$ cat config.mk
export PLATFORM = sky130hd
export DESIGN_NAME = oam_dma_ctrl
export DESIGN_NICKNAME = d
export VERILOG_FILES = /design/src/rtl/oam_dma_ctrl.sv
export SDC_FILE = /design/constraint.sdc
export NUM_CORES = 1
export LEC_CHECK = 0
export ABC_CLOCK_PERIOD_IN_PS = 1750
export CORE_UTILIZATION = 40
export DETAILED_ROUTE_END_ITERATION = 6
export GPL_ROUTABILITY_DRIVEN = 0
export PLACE_DENSITY = 0.76
export SLEW_MARGIN = 20
export SYNTH_ARGS = -nofsm -noshare
export SYNTH_HDL_FRONTEND = slang
export SYNTH_SLANG_ARGS = --single-unit
$ cat constraint.sdc
create_clock -name clk_i -period 1.75 [get_ports clk_i]
set_clock_uncertainty 0.1 [all_clocks]
set_input_delay 0.4375 -clock clk_i [delete_from_list [all_inputs] [get_ports clk_i]]
set_output_delay 0.4375 -clock clk_i [all_outputs]
set_load 0.005 [all_outputs]
$ cat src/rtl/oam_dma_ctrl.sv
// OAM DMA sequencer: copies a 160-byte source page into OAM one byte per M-cycle
// and owns the memory address mux while the copy runs.
module oam_dma_ctrl #(
    parameter int unsigned XFER_LEN    = 160,
    parameter logic [15:0] DEST_BASE   = 16'hFE00,
    parameter logic [15:0] REG_ADDR    = 16'hFF46,
    parameter int unsigned START_DELAY = 1
) (
    input  logic        clk_i,
    input  logic        rst_i,
    input  logic [1:0]  t_cycle_i,
    input  logic [15:0] cpu_addr_i,
    input  logic [7:0]  cpu_wdata_i,
    input  logic        cpu_wr_i,
    input  logic [7:0]  mem_rdata_i,
    output logic [15:0] dma_addr_o,
    output logic [7:0]  dma_wdata_o,
    output logic        dma_rd_o,
    output logic        dma_wr_o,
    output logic        mem_ctrl_sel_o,
    output logic        dma_active_o,
    output logic        cpu_blocked_o,
    output logic [7:0]  reg_rdata_o
);

    // state   | meaning
    // S_IDLE  | no transfer, CPU owns the bus
    // S_START | waiting out START_DELAY complete M-cycles after a trigger
    // S_XFER  | copying: read at t0/t1, write at t2/t3
    typedef enum logic [1:0] {S_IDLE, S_START, S_XFER} state_t;

    state_t     state_q, state_d;
    logic [7:0] idx_q, idx_d;
    logic [7:0] src_hi_q, src_hi_d;
    logic [7:0] reg_q, reg_d;
    logic [7:0] wdata_q, wdata_d;
    logic       sel_q, sel_d;
    logic       armed_q, armed_d;
    logic [7:0] delay_q, delay_d;
    logic       trigger;
    logic       last_t;

    assign trigger = cpu_wr_i && (cpu_addr_i == REG_ADDR);
    assign last_t  = (t_cycle_i == 2'd3);

    always_ff @(posedge clk_i) begin
        if (rst_i) begin
            state_q  <= S_IDLE;
            idx_q    <= 8'h00;
            src_hi_q <= 8'h00;
            reg_q    <= 8'hFF;
            wdata_q  <= 8'h00;
            sel_q    <= 1'b0;
            armed_q  <= 1'b0;
            delay_q  <= 8'h00;
        end else begin
            state_q  <= state_d;
            idx_q    <= idx_d;
            src_hi_q <= src_hi_d;
            reg_q    <= reg_d;
            wdata_q  <= wdata_d;
            sel_q    <= sel_d;
            armed_q  <= armed_d;
            delay_q  <= delay_d;
        end
    end

    always_comb begin
        state_d  = state_q;
        idx_d    = idx_q;
        src_hi_d = src_hi_q;
        reg_d    = reg_q;
        wdata_d  = wdata_q;
        sel_d    = sel_q;
        armed_d  = armed_q;
        delay_d  = delay_q;
        case (state_q)
            S_START: begin
                // an M-cycle only counts if START already held at its t0
                if (t_cycle_i == 2'd0) armed_d = 1'b1;
                if (last_t && armed_q) begin
                    if (delay_q <= 8'd1) begin
                        state_d = S_XFER;
                        sel_d   = 1'b1;
                    end else begin
                        delay_d = delay_q - 8'd1;
                    end
                end
            end
            S_XFER: begin
                if (t_cycle_i == 2'd1) wdata_d = mem_rdata_i;
                if (last_t) begin
                    if (idx_q == 8'(XFER_LEN - 1)) begin
                        state_d = S_IDLE;
                        sel_d   = 1'b0;
                        idx_d   = 8'h00;
                    end else begin
                        idx_d = idx_q + 8'd1;
                    end
                end
            end
            default: ;
        endcase
        // a trigger overrides everything, including completion of the last byte
        if (trigger) begin
            reg_d    = cpu_wdata_i;
            src_hi_d = (cpu_wdata_i >= 8'hE0) ? (cpu_wdata_i - 8'h20) : cpu_wdata_i;
            state_d  = S_START;
            idx_d    = 8'h00;
            armed_d  = 1'b0;
            delay_d  = 8'(START_DELAY);
            sel_d    = sel_q;
        end
    end

    always_comb begin
        dma_rd_o   = 1'b0;
        dma_wr_o   = 1'b0;
        dma_addr_o = 16'h0000;
        if (state_q == S_XFER) begin
            if (!t_cycle_i[1]) begin
                dma_rd_o   = 1'b1;
                dma_addr_o = {src_hi_q, idx_q};
            end else begin
                dma_wr_o   = 1'b1;
                dma_addr_o = DEST_BASE + {8'h00, idx_q};
            end
        end
    end

    assign dma_wdata_o    = wdata_q;
    assign reg_rdata_o    = reg_q;
    assign mem_ctrl_sel_o = sel_q;
    assign dma_active_o   = (state_q != S_IDLE);
    assign cpu_blocked_o  = dma_active_o
                            && !(cpu_addr_i >= 16'hFF80 && cpu_addr_i <= 16'hFFFE)
                            && !trigger;

endmodule

==> results.toml <==
[synthesis]
synth_top_cell_area_share_pct = 42.6
synth_ff_type = "dfxtp_1"
synthTopCellsByCount = "dfxtp_1 (44), nor2_1 (40), nand2_1 (36)"
ys_ff_latch = 44
ys_seq_area_share_pct = 42.6
ys_async_sr_fraction_pct = 0
syn_nets = 299
syn-cell-area_mm2 = 0.00207
syn_area_per_cell_um2 = 8.11
synth-edff-count = 0
yosysUniqueCellTypes = 34
synth_warnings = 0
synth_area_leaders = "dfxtp_1 (43%), nor2_1 (7.3%), nand2_1 (6.5%), a21oi_1 (6.1%), nand3_1 (5.1%)"
netlist.top_cell.by_area = "dfxtp_1"
syn_inst = 255
synth.most_common_cell = "dfxtp_1"

[grt]
grt_overflow = 0
grt_max_degree = 24
antenna_found_initial = 0
track_usage_pct = 25.3
grt_pass1_wl_um = 10400
grt_pass1_vias = 2251

[floorplan]
die_h_um = 73.9
fp.dieW_um = 73.9
dieArea_mm2 = 0.00546
start_util_pct = 42.6
rows = 25
ios = 74
core-area_mm2 = 0.00485

[worst_setup_path]
crit_arrival_ps = 1380
r2r.worst_path.cells = 8
critPathLaunchType = "register"
crit_type = "reg -> out"
reg2reg_slack_ps = -90
worstReg2RegStart = "delay_q[0]"
timing.rr.end = "delay_q[7]"
required_ps = 1210
end_kind = "output port"
critPathMaxFanout = 8

[clock_network]
tritoncts = "done"
path_clk_slew_ps = 90
h-tree-depth = 2
clk_latency_ps = 310
cts.sinks = 44
tritoncts.num_buffers = 5
cts_buffer_depth = 2
cts_root_buffer = "clkbuf_8"

[detailed_routing]
first_iter_violations = 94
avgRoutedWirePerCell_um = 14.5
vias = 2257
drc = 0
via_per_inst = 5.08
ant_nets = 0
wirelength_um = 6460
first_pass_iters = 4

[run_status]
violations = "setup timing"
status = "finished with violations"

[power]
vdd_drop_max_mv = 0.397
p_leak_nw = 1.46
p_per_area_mw_per_mm2 = 572

[finish]
final_cells = 444
area_delta_synth_final_pct = 74.9
nets = 420
finish.utilization_pct = 74.6
n_fill_cell = 350
antennaDiodeCount = 0
layout-drive-gt1-share_pct = 43.2

[sta]
timing.final.ws_setup_ps = -165
tightest_slew_ps = 345
slew_viol_final = 0
period_share_pct = 109
fin_crit_ps = 1910
hold_violations = 0
rsz0062_at_grt = "true"
setup_viol = 25
tns_ps = -2140
max_freq_mhz = 522
maxSlewHeadroom_pct = 76.8
finalHoldWorstSlack_ps = 354

[placed_design]
dp_cells = 423
dp_hpwl_um = 4020
dpl_worst_slack_ps = -813
placement.io_buffers = 73

[min_path]
min_path_type = "reg -> reg"
min_to = "dma_wdata_o[0]"
hold_path_depth = 2
hp-start = "dma_wdata_o[0]"

[flow_run]
maxCapViolCount = 0
-- routing by layer --
| layer | up-vias | part of all wire (%) | GRT usage (%) |
|---|---|---|---|
| met5 | - | 0 | 0 |
| li1 | 1109 | - | - |
| met2 | 66 | 52 | 45.6 |
| met4 | 0 | 1.8 | 9.62 |
| met1 | 1069 | 42 | 28.4 |
| met3 | 13 | 4.4 | 6.58 |
-- worst max-delay path by stage --
stage	to	start
after global routing	dma_wr_o	state_q[0]
final	dma_addr_o[3]	state_q[0]
after global placement	cpu_blocked_o	cpu_addr_i[14]
after detailed placement	cpu_blocked_o	cpu_addr_i[0]
after CTS	dma_addr_o[3]	state_q[0]
after floorplan	cpu_blocked_o	cpu_addr_i[0]
-- repair_timing --
item,in CTS,in global routing
setup buffers,14,5
hold buffers,0,0
gates cloned,3,0
gates resized for setup,190,49
endpoints found under the hold margin,0,0
endpoints found under the setup margin,57,64
pin swaps,48,29
-- layout by cell type, fill, tap and decap left out, types with 2 or more instances in the layout --
cell / synthesis / final
a211oi_2: 0 / 3
a21oi_1: 25 / 15
a21oi_2: 0 / 10
and2_1: 11 / 9
and2_4: 0 / 2
and3_1: 2 / 2
buf_2: 3 / 19
buf_4: 0 / 34
buf_6: 0 / 20
clkbuf_2: 0 / 7
clkbuf_8: 0 / 5
clkdlybuf4s50_1: 0 / 33
clkinvlp_4: 0 / 2
dfxtp_1: 44 / 33
dfxtp_2: 0 / 10
dlygate4sd2_1: 0 / 6
ha_1: 7 / 2
ha_4: 0 / 4
inv_1: 11 / 5
inv_2: 0 / 4
inv_4: 0 / 2
mux2i_1: 2 / 2
nand2_1: 36 / 29
nand2_2: 0 / 7
nand3_1: 21 / 16
nand3_2: 0 / 4
nand3b_1: 2 / 2
nand4_1: 7 / 7
nor2_1: 40 / 30
nor2_4: 0 / 9
nor3_1: 2 / 2
nor4_4: 1 / 2
o211ai_1: 2 / 2
xnor2_1: 6 / 4
xor2_1: 8 / 8
-- metrics by stage --
| stage | power, W | cell area (um^2) |
|---|---|---|
| 3_3_place_gp | 0.00135 | 3150 |
| 2_1_floorplan | 0.00114 | 2090 |
| 6_report | 0.00207 | 3610 |
| 3_5_place_dp | 0.00135 | 3150 |
| 5_1_grt | 0.00214 | 3610 |
| 4_1_cts | 0.00205 | 3460 |
-- cells by family (layout without fill, tap and decap cells) --
group                    count (synthesis)  after routing  synth area share, %
AO/OA/AOI/OAI                           39             39                 12.8
XOR/XNOR                                14             14                 5.93
adder cells (fa/ha/maj)                  7              7                 4.24
buffers and inverters                   21            143                 4.00
flip-flops                              44             44                 42.6
multiplexers                             2              2                0.969
AND/OR/NAND/NOR                        128            128                 29.5
-- sequential cells by signal (all words and copies together) (netlist names) --
name	cells
state_q	2
delay_q	8
mem_ctrl_sel_o	1
dma_wdata_o	8
armed_q	1
reg_rdata_o	8
src_hi_q	8
idx_q	8
-- area by class of cell --
| cell class | count | area [um^2] | area share [%] |
|---|---|---|---|
| Sequential cell | 44 | 897 | 24.8 |
| Inverter | 11 | 46.3 | 1.28 |
| Clock inverter | 3 | 23.8 | 0.658 |
| Timing Repair Buffer | 124 | 1060 | 29.4 |
| Clock buffer | 5 | 68.8 | 1.90 |
| Tap cell | 67 | 83.8 | 2.32 |
| Multi-Input combinational cell | 190 | 1430 | 39.6 |
-- critical path, cell delays in order (launching register included) --
cell	delay [ps]
dfxtp_2	350
inv_2	60
ha_4	160
buf_6	120
buf_6	120
and2_1	140
buf_2	120
-- report_power, final --
| part | switching, W | internal, W | total (W) |
|---|---|---|---|
| Combinational | 0.000173 | 0.000205 | 0.000377 |
| Sequential | 0.00000869 | 0.00101 | 0.00102 |
| Clock | 0.000387 | 0.000283 | 0.000670 |
No activity file was read; power rests on OpenSTA's default activity.
